[config.mk]
export PLATFORM = sky130hd
export DESIGN_NAME = mac_accum_param_3_flat
export DESIGN_NICKNAME = d
export VERILOG_FILES = /design/src/rtl/mac_accum_param_3_pkg.sv /design/src/rtl/mac_accum_param_3_if.sv /design/src/rtl/mac_accum_param_3_mult.sv /design/src/rtl/mac_accum_param_3.sv /design/src/flat_wrapper.sv
export SDC_FILE = /design/constraint.sdc
export NUM_CORES = 1
export LEC_CHECK = 0
export CAP_MARGIN = 20
export CORE_MARGIN = 5
export CORE_UTILIZATION = 45
export CTS_BUF_LIST = sky130_fd_sc_hd__clkbuf_2
export CTS_CLUSTER_DIAMETER = 100
export CTS_CLUSTER_SIZE = 28
export DETAILED_ROUTE_END_ITERATION = 16
export GPL_TIMING_DRIVEN = 0
export MAX_ROUTING_LAYER = met4
export PLACE_DENSITY = 0.65
export SKIP_LAST_GASP = 1
export SYNTH_ARGS = -nofsm -noshare
export SYNTH_HDL_FRONTEND = slang
export SYNTH_SLANG_ARGS = --single-unit
export TNS_END_PERCENT = 50
[constraint.sdc]
create_clock -name clock -period 7.1 [get_ports clock]
set_input_delay 1.42 -clock clock [delete_from_list [all_inputs] [get_ports clock]]
set_output_delay 1.42 -clock clock [all_outputs]
set_load 0.005 [all_outputs]
[src/rtl/mac_accum_param_3_pkg.sv]
// Shared constants and helpers for the layer-3 MAC engine.
// Optional bias input is controlled by the MAC_BIAS_EN macro (see interface/top).
package mac_accum_param_3_pkg;

  localparam int DEF_DATA_WIDTH           = 16;
  localparam int DEF_ACCUM_DATA_WIDTH     = 32;
  localparam int DEF_COUNT_SLOAD_BITWIDTH = 5;
  localparam int DEF_KERNEL_TAPS          = 25;

  // Tap index that follows eff_tap in a window of 'taps' products.
  function automatic int tap_after(input int eff_tap, input int taps);
    return (eff_tap == taps - 1) ? 0 : eff_tap + 1;
  endfunction

endpackage

[src/rtl/mac_accum_param_3_if.sv]
// Operand/result bundle for mac_accum_param_3.
// bias_in exists only when MAC_BIAS_EN is defined.
interface mac_accum_param_3_if
  import mac_accum_param_3_pkg::*;
#(
  parameter int DATA_WIDTH           = DEF_DATA_WIDTH,
  parameter int ACCUM_DATA_WIDTH     = DEF_ACCUM_DATA_WIDTH,
  parameter int COUNT_SLOAD_BITWIDTH = DEF_COUNT_SLOAD_BITWIDTH
);
  logic                               enable;
  logic                               start;
  logic signed [DATA_WIDTH-1:0]       data_in;
  logic signed [DATA_WIDTH-1:0]       weight_in;
`ifdef MAC_BIAS_EN
  logic signed [ACCUM_DATA_WIDTH-1:0] bias_in;
`endif
  logic signed [ACCUM_DATA_WIDTH-1:0] result;
  logic [COUNT_SLOAD_BITWIDTH-1:0]    count_sload;

  modport master (
    output enable, output start, output data_in, output weight_in,
`ifdef MAC_BIAS_EN
    output bias_in,
`endif
    input  result, input count_sload
  );

  modport slave (
    input  enable, input start, input data_in, input weight_in,
`ifdef MAC_BIAS_EN
    input  bias_in,
`endif
    output result, output count_sload
  );
endinterface

[src/rtl/mac_accum_param_3_mult.sv]
// Stage 1 of the MAC: registered full-width signed product, sign-extended
// to the accumulator width.
module mult_reg_param_3
  import mac_accum_param_3_pkg::*;
#(
  parameter int DATA_WIDTH       = DEF_DATA_WIDTH,
  parameter int ACCUM_DATA_WIDTH = DEF_ACCUM_DATA_WIDTH
) (
  input  logic                               clock,
  input  logic                               reset,
  input  logic                               enable,
  input  logic signed [DATA_WIDTH-1:0]       data_in,
  input  logic signed [DATA_WIDTH-1:0]       weight_in,
  output logic signed [ACCUM_DATA_WIDTH-1:0] prod_r
);
  logic signed [2*DATA_WIDTH-1:0] product;

  // Widen both operands first so the product keeps all 2*DATA_WIDTH bits.
  assign product = (2*DATA_WIDTH)'(data_in) * (2*DATA_WIDTH)'(weight_in);

  always_ff @(posedge clock) begin
    if (reset) begin
      prod_r <= '0;
    end else if (enable) begin
      prod_r <= ACCUM_DATA_WIDTH'(product);
    end
  end
endmodule

[src/rtl/mac_accum_param_3.sv]
// Layer-3 signed multiply-accumulate: tap counter, sload flag, accumulator and
// result register. Optional bias on the tap-0 load via MAC_BIAS_EN.
module mac_accum_param_3
  import mac_accum_param_3_pkg::*;
#(
  parameter int DATA_WIDTH           = DEF_DATA_WIDTH,
  parameter int ACCUM_DATA_WIDTH     = DEF_ACCUM_DATA_WIDTH,
  parameter int COUNT_SLOAD_BITWIDTH = DEF_COUNT_SLOAD_BITWIDTH,
  parameter int KERNEL_TAPS          = DEF_KERNEL_TAPS
) (
  input  logic                clock,
  input  logic                reset,
  mac_accum_param_3_if.slave  bus
);
  if (KERNEL_TAPS < 3 || KERNEL_TAPS > (1 << COUNT_SLOAD_BITWIDTH)) begin : g_bad_taps
    $error("KERNEL_TAPS out of range for COUNT_SLOAD_BITWIDTH");
  end

  logic [COUNT_SLOAD_BITWIDTH-1:0]    count_reg;
  logic [COUNT_SLOAD_BITWIDTH-1:0]    count_next;
  logic [COUNT_SLOAD_BITWIDTH-1:0]    eff_tap;
  logic                               sload_r;
  logic signed [ACCUM_DATA_WIDTH-1:0] prod_r;
  logic signed [ACCUM_DATA_WIDTH-1:0] load_value;
  logic signed [ACCUM_DATA_WIDTH-1:0] acc_reg;
  logic signed [ACCUM_DATA_WIDTH-1:0] acc_next;
  logic signed [ACCUM_DATA_WIDTH-1:0] result_reg;

  mult_reg_param_3 #(
    .DATA_WIDTH       (DATA_WIDTH),
    .ACCUM_DATA_WIDTH (ACCUM_DATA_WIDTH)
  ) u_mult (
    .clock     (clock),
    .reset     (reset),
    .enable    (bus.enable),
    .data_in   (bus.data_in),
    .weight_in (bus.weight_in),
    .prod_r    (prod_r)
  );

  // A start pulse re-labels the current sample as tap 0.
  always_comb begin
    eff_tap    = bus.start ? '0 : count_reg;
    count_next = COUNT_SLOAD_BITWIDTH'(tap_after(int'(eff_tap), KERNEL_TAPS));
  end

  always_comb begin
`ifdef MAC_BIAS_EN
    load_value = prod_r + bus.bias_in;
`else
    load_value = prod_r;
`endif
    acc_next = sload_r ? load_value : acc_reg + prod_r;
  end

  always_ff @(posedge clock) begin
    if (reset) begin
      count_reg  <= '0;
      sload_r    <= 1'b0;
      acc_reg    <= '0;
      result_reg <= '0;
    end else if (bus.enable) begin
      count_reg  <= count_next;
      sload_r    <= (eff_tap == '0);
      acc_reg    <= acc_next;
      result_reg <= acc_reg;
    end
  end

  assign bus.result      = result_reg;
  assign bus.count_sload = count_reg;
endmodule

[src/flat_wrapper.sv]
// flat-port wrapper written by rule: the top's interface ports become plain ports
module mac_accum_param_3_flat import mac_accum_param_3_pkg::*;
#(
  parameter int DATA_WIDTH           = DEF_DATA_WIDTH,
  parameter int ACCUM_DATA_WIDTH     = DEF_ACCUM_DATA_WIDTH,
  parameter int COUNT_SLOAD_BITWIDTH = DEF_COUNT_SLOAD_BITWIDTH,
  parameter int KERNEL_TAPS          = DEF_KERNEL_TAPS
)
  (clock, reset, bus_enable, bus_start, bus_data_in, bus_weight_in, bus_result, bus_count_sload);
  mac_accum_param_3_if #(.DATA_WIDTH(DATA_WIDTH), .ACCUM_DATA_WIDTH(ACCUM_DATA_WIDTH), .COUNT_SLOAD_BITWIDTH(COUNT_SLOAD_BITWIDTH)) bus_i ();
  input  logic clock;
  input  logic reset;
  input wire logic [$bits(bus_i.enable)-1:0] bus_enable;
  input wire logic [$bits(bus_i.start)-1:0] bus_start;
  input wire logic [$bits(bus_i.data_in)-1:0] bus_data_in;
  input wire logic [$bits(bus_i.weight_in)-1:0] bus_weight_in;
  output wire logic [$bits(bus_i.result)-1:0] bus_result;
  output wire logic [$bits(bus_i.count_sload)-1:0] bus_count_sload;
  assign bus_i.enable = bus_enable;
  assign bus_i.start = bus_start;
  assign bus_i.data_in = bus_data_in;
  assign bus_i.weight_in = bus_weight_in;
  assign bus_result = bus_i.result;
  assign bus_count_sload = bus_i.count_sload;
  mac_accum_param_3 #(.DATA_WIDTH(DATA_WIDTH), .ACCUM_DATA_WIDTH(ACCUM_DATA_WIDTH), .COUNT_SLOAD_BITWIDTH(COUNT_SLOAD_BITWIDTH), .KERNEL_TAPS(KERNEL_TAPS)) u_core (.clock(clock), .reset(reset), .bus(bus_i));
endmodule
==> results_dict.tcl, run 1 <==
set metrics [dict create \
    num_io_pins 73 \
    synthesis.area_sq_um 15450 \
    cp-end-kind "flop" \
    holdPathStages 2 \
    synth_top_cell_area_share_pct 34.08 \
    maxSlewHeadroom_pct 30.60 \
    holdPathEnd "u_core.u_mult.prod_r[0]" \
    required_ps 7600 \
    antenna_found_initial 1 \
    layout-drive-gt1-share_pct 5.357 \
    dr_wl_met2_um 20010 \
    met3RoutedLength_um 2298 \
    ys_ff_latch 102 \
    synthTopCellsByArea "fa_1 (34%), dfxtp_1 (13%), ha_1 (9.3%)" \
    gp_congestion 0.9515 \
    wl_per_cell_um 17.68 \
    reg2reg_to "u_core.acc_reg[20]" \
    ant_nets 0 \
    root_buffer "clkbuf_2" \
    core.rowCount 67 \
    via_count 12226 \
    hold_viol 0 \
    insertion_delay_ps 590 \
    r2r-start "u_core.acc_reg[0]" \
    seq_area_frac_synth_pct 13.22 \
    htreeDepth 3 \
    period_needed_ps 6959 \
    die-area_sq_um 38140 \
    met1_length_um 17250 \
    cts_tree "built" \
    critPathSlowestCell "fa_1" \
    topRoutingLayerUsed "met4" \
    rrSetupSlack_ps 4160 \
    dr.pass1.iters 5 \
    arrival_ps 7460 \
    via_per_inst 5.320 \
    synthFlopType "dfxtp_1" \
    syn_to_final_growth_pct 9.792 \
    routed_wl_um 40640 \
    grt_max_degree 17 \
    ys_warn_count 0 \
    coreArea_sq_um 33700 \
    n_fill_cell 3280 \
    ys_types 69 \
    hold_path.class "flop to flop" \
    fp.dieH_um 195.3 \
    synth_common_cells "inv_1 (337), fa_1 (263), nand2_1 (186)" \
    grt_overflow_total 0 \
    first_global_vias 12701 \
    initialDrtViolationCount 675 \
    crit_path_start_kind "input port" \
    postSynthAreaPerCell_sq_um 8.793 \
    fin_worst_skew_ps 28.31 \
    path_cells "dlygate4sd2_1 > buf_6 > and2_1 > fa_1 > inv_1 > fa_1 > fa_1 > fa_1 > inv_1 > fa_1 > inv_1 > fa_1 > inv_1 > ha_2 > a21oi_2 > o21ai_1 > a211oi_2 > o21ai_4 > a21o_1 > a21oi_2 > a21oi_1 > mux2_1 > a311o_1" \
    status "finished, final reports clean" \
    max-cap-violations 0 \
    worstHoldStart "u_core.u_mult.prod_r[0]" \
    cpMostUsedCell "fa_1" \
    final_area_sq_um 16960 \
    fp.dieW_um 195.3 \
    r2r_cells 12 \
    synth_fp_nets 2171 \
    synth-async-reset-ratio_pct 0 \
    nNetsFinal 2257 \
    critical-path-top-delay-family "adder cells" \
    finalCritPeriodShare_pct 98.01 \
    synth.most_common_cell "inv_1" \
    final_max_slew_viol_count 0 \
    critical_path_buf_inv_count 6 \
    slowest_delay_ps 550 \
    path_class "input port to flop" \
    clockBufferDepth 2 \
    synth_edf_count 0 \
    drc_errors 0 \
    cts.sinks 102 \
    yosysTopAreaCell "fa_1" \
    worst_slew_pin_slew_ps 1041 \
    dp_hpwl_um 33780 \
    place_area_sq_um 16720 \
    start_util_pct 45.84 \
    setup_violations 0 \
    cts_buffers 9 \
    syn_inst 1757 \
    io_buffers 71 \
    cp_max_fo 10 \
    grtUsageTotal_pct 22.01 \
    max_freq_ghz 0.1437 \
    clk_pin_slew_ps 270 \
    grt_pass1_wl_um 65710 \
]
-- metal layers --
metal	vias up	track usage, %
li1	5698	-
met1	6127	28.60
met2	310	36.11
met3	91	3.429
met4	0	6.077
met5	-	-
-- worst max-delay path by stage --
stage	end	startpoint	slack [ps]	depth (start not counted)
after floorplan	u_core.u_mult.prod_r[24]	bus_data_in[7]	170	23
after global placement	u_core.u_mult.prod_r[31]	bus_weight_in[7]	-1260	25
after detailed placement	u_core.u_mult.prod_r[31]	bus_weight_in[7]	-1330	25
after CTS	u_core.u_mult.prod_r[24]	bus_weight_in[6]	5	23
after global routing	u_core.u_mult.prod_r[24]	bus_weight_in[4]	-30	23
final	u_core.u_mult.prod_r[24]	bus_weight_in[4]	140	23
-- layout by cell type, fill, tap and decap left out, types with 4 or more instances in the layout --
cell type	count
inv_1	336
o211a_1	9
buf_2	6
clkdlybuf4s50_1	41
nand2b_1	14
fa_1	262
a21oi_1	52
dfxtp_1	102
o21bai_1	10
a21o_1	26
o211ai_1	25
dlygate4sd2_1	4
and2_1	127
dlymetal6s2s_1	6
a21oi_2	6
clkbuf_2	33
nor2_1	106
xnor2_1	36
a31oi_1	5
clkbuf_4	8
o31ai_1	4
nor3_1	21
o21ai_0	45
o21a_1	7
a211oi_1	11
mux2i_1	52
clkbuf_1	35
xor2_1	16
or3_1	4
a311oi_1	4
buf_4	12
o21ai_1	5
ha_1	114
nand4_1	8
buf_1	5
o32ai_1	4
nand3_1	13
nand2_1	186
and3_1	13
-- what timing repair did --
action                     4_1_cts  5_1_grt
hold buffers                     0        0
setup buffers                    5        1
setup endpoints to repair       15       12
gates resized for setup         77       69
pin swaps                        1        2
-- worst register-to-register path: stages, from the launching register on --
cell	delay, ps
dfxtp_1	450
ha_1	210
inv_1	70
fa_1	390
nor2b_1	200
o2111ai_1	170
a21boi_2	250
o21ai_1	130
a21oi_1	250
or2_1	190
a211oi_1	90
o31ai_1	280
a311oi_1	130
-- final cells by class --
type,count,area (sq um),area share (%)
sequential,102,2042,12.04
multi-input combinational,1245,11910,70.23
clock inverter,6,62.56,0.3688
buffer,71,372.9,2.198
clock buffer,10,50.05,0.2951
antenna,2,5.005,0.02951
tap,448,560.5,3.305
inverter,337,1269,7.480
timing repair buffer,77,686.9,4.050
-- metrics by stage --
step / cells / setup slack [ps] / util [%] / setup TNS [ps] / hold WS (ps)
global placement: 2276 / -1260 / 49.61 / -15780 / 472.0
detailed placement: 2276 / -1332 / 49.61 / -17280 / 480.3
finish: 2298 / 141.2 / 50.33 / 0 / 510.7
global route: 2297 / -28.51 / 50.32 / -28.51 / 547.2
CTS: 2295 / 5.298 / 50.25 / 0 / 507.8
floorplan: 1757 / 172.5 / - / 0 / 457.5
-- logic make-up (layout without fill, tap and decap cells) --
group | count (synthesis) | count (layout) | synth area share, %
simple gates | 516 | 516 | 16.11
buf+inv | 410 | 501 | 9.970
fa+ha+maj | 378 | 378 | 43.40
compound gates | 246 | 246 | 10.92
flops | 102 | 102 | 13.22
mux | 53 | 53 | 3.442
xor+xnor | 52 | 52 | 2.948
other cells | 0 | 2 | 0
Power of run 1 is not shown: default switching activity piles up to over one toggle a cycle in this logic, so the estimate is an artifact.
==> run 2: changes to the inputs <==
--- a/config.mk
+++ b/config.mk
@@ -6,15 +6,16 @@
 export NUM_CORES = 1
 export LEC_CHECK = 0
 export CAP_MARGIN = 20
-export CORE_MARGIN = 5
+export CORE_MARGIN = 4
 export CORE_UTILIZATION = 45
 export CTS_BUF_LIST = sky130_fd_sc_hd__clkbuf_2
 export CTS_CLUSTER_DIAMETER = 100
 export CTS_CLUSTER_SIZE = 28
 export DETAILED_ROUTE_END_ITERATION = 16
+export DONT_BUFFER_PORTS = 1
 export GPL_TIMING_DRIVEN = 0
 export MAX_ROUTING_LAYER = met4
-export PLACE_DENSITY = 0.65
+export PLACE_DENSITY = 0.62
 export SKIP_LAST_GASP = 1
 export SYNTH_ARGS = -nofsm -noshare
 export SYNTH_HDL_FRONTEND = slang
==> run 2 against run 1 <==
  * Cell count fell by 3.3%
  * Non-clock buffer count shrank 75
  * Critical path depth increased by 1
  * Cell area shrank 4.8%
  * First-iteration DRC count down 17%
  * Utilization fell by 2.4 points
  * Via count down 2.1%
  * Critical endpoint is now u_core.u_mult.prod_r[31]
  * Routed wire length shrank 0.76%
==> results_dict.tcl, run 2 (synthesized netlist as in run 1, its figures left out) <==
set metrics [dict create \
    critPathSlowestCell "fa_1" \
    cts.sinks 102 \
    fin_worst_skew_ps 48.20 \
    maxSlewHeadroom_pct 24.47 \
    io_buffers 0 \
    antenna_found_initial 1 \
    core.rowCount 67 \
    nNetsFinal 2182 \
    grt_overflow_total 0 \
    insertion_delay_ps 610 \
    path_class "input port to flop" \
    final_cell_mix "inv_1 (337), fa_1 (262), nand2_1 (186)" \
    cts_tree "built" \
    drc_errors 0 \
    layout_commonest_cell "inv_1" \
    fp.dieH_um 193.3 \
    fin_util_pct 47.90 \
    ant_nets 0 \
    fin_cells 2222 \
    setup_violations 0 \
    hold_path.class "flop to flop" \
    via_per_inst 5.389 \
    routed_wl_um 40330 \
    grt_pass1_wl_um 65950 \
    n_fill_cell 3324 \
    dp_hpwl_um 33820 \
    layout-drive-gt1-share_pct 2.594 \
    die-area_sq_um 37360 \
    gp_congestion 0.9385 \
    worst_slew_pin_slew_ps 1133 \
    root_buffer "clkbuf_2" \
    cp-end-kind "flop" \
    num_io_pins 73 \
    critical_path_buf_inv_count 7 \
    cp_max_fo 10 \
    initialDrtViolationCount 558 \
    status "finished, final reports clean" \
    clk_pin_slew_ps 310 \
    setup_ws_ps 217.5 \
    period_needed_ps 6882 \
    dp_slack_ps -590.5 \
    slowest_delay_ps 530 \
    via_count 11974 \
    fp.dieW_um 193.3 \
    setup_tns_ps 0 \
    first_global_vias 12519 \
    cts_buffers 9 \
    rsz0062_at_grt "true" \
    path_cells "clkbuf_1 > nand2_1 > fa_1 > inv_1 > fa_1 > inv_1 > fa_1 > inv_1 > fa_1 > fa_1 > inv_1 > fa_1 > inv_1 > ha_1 > clkbuf_1 > nand2_1 > a21oi_1 > o22ai_1 > or2_0 > o21a_2 > o22ai_2 > o22ai_1 > o31ai_1 > o32ai_1" \
    dr.pass1.iters 5 \
    max-cap-violations 0 \
    coreArea_sq_um 33700 \
    critical-path-top-delay-family "adder cells" \
    start_util_pct 45.84 \
    ctsHoldBuffers 0 \
    cpMostUsedCell "fa_1" \
    wl_per_cell_um 18.15 \
    finalCritPeriodShare_pct 96.94 \
    grt_max_degree 18 \
    required_ps 7630 \
    syn_to_final_growth_pct 4.495 \
    clockBufferDepth 2 \
    grtUsageTotal_pct 22.52 \
    final_max_slew_viol_count 0 \
    postCtsSetupRepairBufs 0 \
    hold_viol 0 \
    arrival_ps 7410 \
    crit_path_start_kind "input port" \
    htreeDepth 3 \
    max_freq_ghz 0.1453 \
    dp_cells 2205 \
]
## run 2: routing by layer
metal  wire (um)  track usage, %
met1       16850           28.81
met5           0               -
met3        2183           3.688
met2       20300           37.53
met4         991           5.875
## run 2: timing repair
action,CTS,global route
setup endpoints to repair,0,5
resized for setup,0,13
hold endpoints to repair,0,0
## run 2: final timing paths
check / start / end / depth (start not counted) / slack, ps
worst max-delay path: bus_data_in[5] / u_core.u_mult.prod_r[31] / 24 / 220
worst min-delay path: u_core.u_mult.prod_r[0] / u_core.u_mult.prod_r[0] / 2 / 510
worst max register to register: u_core.acc_reg[0] / u_core.acc_reg[20] / 12 / 4150
worst min register to register: u_core.u_mult.prod_r[0] / u_core.u_mult.prod_r[0] / 2 / 510
## run 2: layout make-up
cell class	count	area, sq um	share of cell area (%)
diodes	1	2.502	0.01550
plain buffers	73	282.8	1.752
clock buffers	10	50.05	0.3100
clock inverters	6	71.32	0.4418
inverters	337	1265	7.836
multi-input cells	1245	11870	73.52
flip-flops and latches	102	2042	12.65
well taps	448	560.5	3.472
## run 2: worst min-delay path, cell delays in order, from the launching register on
cell     delay [ps]
dfxtp_1         380
nand2_1          70
a21oi_1          50
## run 2: metrics by stage
step / hold WS (ps) / cell area [sq um]
after global routing: 537.1 / 16140
final: 511.1 / 16140
after detailed placement: 479.3 / 16010
after global placement: 476.5 / 16010
after floorplan: 457.5 / 15450
after CTS: 506.8 / 16130
Power of run 2 is left out for the same reason.
==> run 3: changes to the inputs <==
--- a/config.mk
+++ b/config.mk
@@ -6,6 +6,7 @@
 export NUM_CORES = 1
 export LEC_CHECK = 0
 export CAP_MARGIN = 20
+export CORE_ASPECT_RATIO = 0.6
 export CORE_MARGIN = 4
 export CORE_UTILIZATION = 45
 export CTS_BUF_LIST = sky130_fd_sc_hd__clkbuf_2
==> run 3 against run 2 <==
  * Hold slack worse by 3.0 ps
  * Non-clock buffer count stayed put
  * Utilization is 0.15 points lower
  * Clock skew is 30 ps lower
  * Count of clock-buffer cells in the layout is 2 higher
  * Via count is 0.17% higher
  * Cell area is 0.12% lower
  * Maximum frequency is 0.69% lower
  * Routed wire length is 5.3% higher
  * Cell count is 0.54% higher
  * Register-to-register slack worse by 110 ps
  * Worst setup slack worse by 48 ps
==> results_dict.tcl, run 3 (synthesized netlist as in run 1, its figures left out) <==
set metrics [dict create \
    final_area_sq_um 16120 \
    grt-busiest-layer "met1" \
    reg2reg_to "u_core.acc_reg[20]" \
    via_count 11994 \
    cpMostUsedCell "fa_1" \
    routed_wl_um 42480 \
    layout-drive-gt1-share_pct 2.651 \
    postCtsSetupRepairBufs 0 \
    status "finished, final reports clean" \
    regArea_sq_um 2042 \
    cts.sinks 102 \
    maxSlewHeadroom_pct 31.06 \
    fp.dieW_um 247.2 \
    multi_input_area_sq_um 11870 \
    coreArea_sq_um 33770 \
    worstHoldStart "u_core.u_mult.prod_r[0]" \
    hold_viol 0 \
    final_cell_mix "inv_1 (337), fa_1 (262), nand2_1 (186)" \
    dp_hpwl_um 35490 \
    fp.dieH_um 151.5 \
    first_global_vias 11917 \
    path_cells "clkbuf_1 > nand2_1 > fa_1 > inv_1 > fa_1 > inv_1 > fa_1 > inv_1 > fa_1 > fa_1 > inv_1 > fa_1 > inv_1 > ha_1 > clkbuf_1 > nand2_1 > a21oi_1 > o22ai_1 > or2_0 > o21a_2 > o22ai_2 > o22ai_1 > o31ai_1 > o32ai_1" \
    clk_pin_slew_ps 260 \
    rrSetupSlack_ps 4040 \
    clockBufferDepth 2 \
    cts_buffers 9 \
    rsz0062_at_grt "false" \
    nNetsFinal 2182 \
    num_io_pins 73 \
    holdPathEnd "u_core.u_mult.prod_r[0]" \
    via_per_inst 5.369 \
    cp_max_fo 10 \
    layout_commonest_cell "inv_1" \
    die-area_sq_um 37460 \
    required_ps 7680 \
    finalCritPeriodShare_pct 97.61 \
    cts_resized 0 \
    start_util_pct 45.75 \
    fin_worst_skew_ps 18.28 \
    n_fill_cell 3278 \
    grt_use_met1_pct 36.74 \
    setup_violations 0 \
    setup_ws_ps 169.7 \
    wl_per_cell_um 19.02 \
    initialDrtViolationCount 972 \
    worst_slew_pin_slew_ps 1034 \
    arrival_ps 7510 \
    crit_path_start_kind "input port" \
    dr.pass1.iters 7 \
    holdPathStages 2 \
    grtUsageMet2_pct 33.13 \
    cp-end-kind "flop" \
    max-cap-violations 0 \
    antenna_found_initial 3 \
    grt_pass1_wl_um 67600 \
    cts_tree "built" \
    period_needed_ps 6930 \
    fin_cells 2234 \
    ant_nets 0 \
    dp_slack_ps -608.9 \
    critPathSlowestCell "fa_1" \
    htreeDepth 3 \
    insertion_delay_ps 670 \
    grt_max_degree 16 \
    gp_congestion 0.9610 \
    root_buffer "clkbuf_2" \
    grt_overflow_total 0 \
    hold_path.class "flop to flop" \
    ctsHoldBuffers 0 \
    core.rowCount 52 \
    hold_ws_ps 508.1 \
    r2r_cells 12 \
    drc_errors 0 \
    final_max_slew_viol_count 0 \
    place_area_sq_um 16020 \
    syn_to_final_growth_pct 4.373 \
    path_class "input port to flop" \
    r2r-start "u_core.acc_reg[0]" \
    grtUsageTotal_pct 24.23 \
    dp_cells 2216 \
    io_buffers 0 \
    slowest_delay_ps 540 \
    max_freq_ghz 0.1443 \
    use_met3_pct 6.191 \
]
==> run 3: cell types whose count changed in the layout (fill, tap and decap cells not counted), sizes merged <==
cell	previous run	this run
inv	338	337
diode	1	2
clkbuf	77	79
bufinv	1	0
==> run 3: area by class of cell <==
cell class                 instances  share of cell area (%)
tap                              459                   3.562
sequential                       102                   12.66
clock inverter                     4                  0.1474
clock buffer                      12                  0.3725
antenna                            2                 0.03104
inverter                         337                   7.845
multi-input combinational       1245                   73.61
buffer                            73                   1.769
==> run 3: how the worst max path moves through the flow <==
stage	startpoint	to	cells past startpoint
final	bus_weight_in[8]	u_core.u_mult.prod_r[31]	24
after global routing	bus_weight_in[7]	u_core.u_mult.prod_r[31]	24
after CTS	bus_weight_in[1]	u_core.u_mult.prod_r[28]	20
after detailed placement	bus_weight_in[4]	u_core.u_mult.prod_r[30]	19
after global placement	bus_data_in[10]	u_core.u_mult.prod_r[31]	21
after floorplan	bus_data_in[7]	u_core.u_mult.prod_r[24]	23
==> run 3: through the flow <==
step	utilization [%]	setup TNS [ps]
after floorplan	-	0
after global placement	47.45	-5540
after detailed placement	47.45	-5507
after CTS	47.70	0
after global routing	47.75	0
final	47.75	0
==> run 3: critical path, delay by kind of cell <==
family	cells	cell delay (ps)
AO/OA/AOI/OAI	7	1350
adder cells (fa/ha/maj)	7	3250
buffers and inverters	7	990
AND/OR/NAND/NOR	3	480
==> run 3: per-layer routing <==
layer	wire length, um	share of wire [%]
met1	21100	50
met2	17340	41
met3	3465	8.2
met4	578	1.4
met5	0	0
Power of run 3 is left out for the same reason.
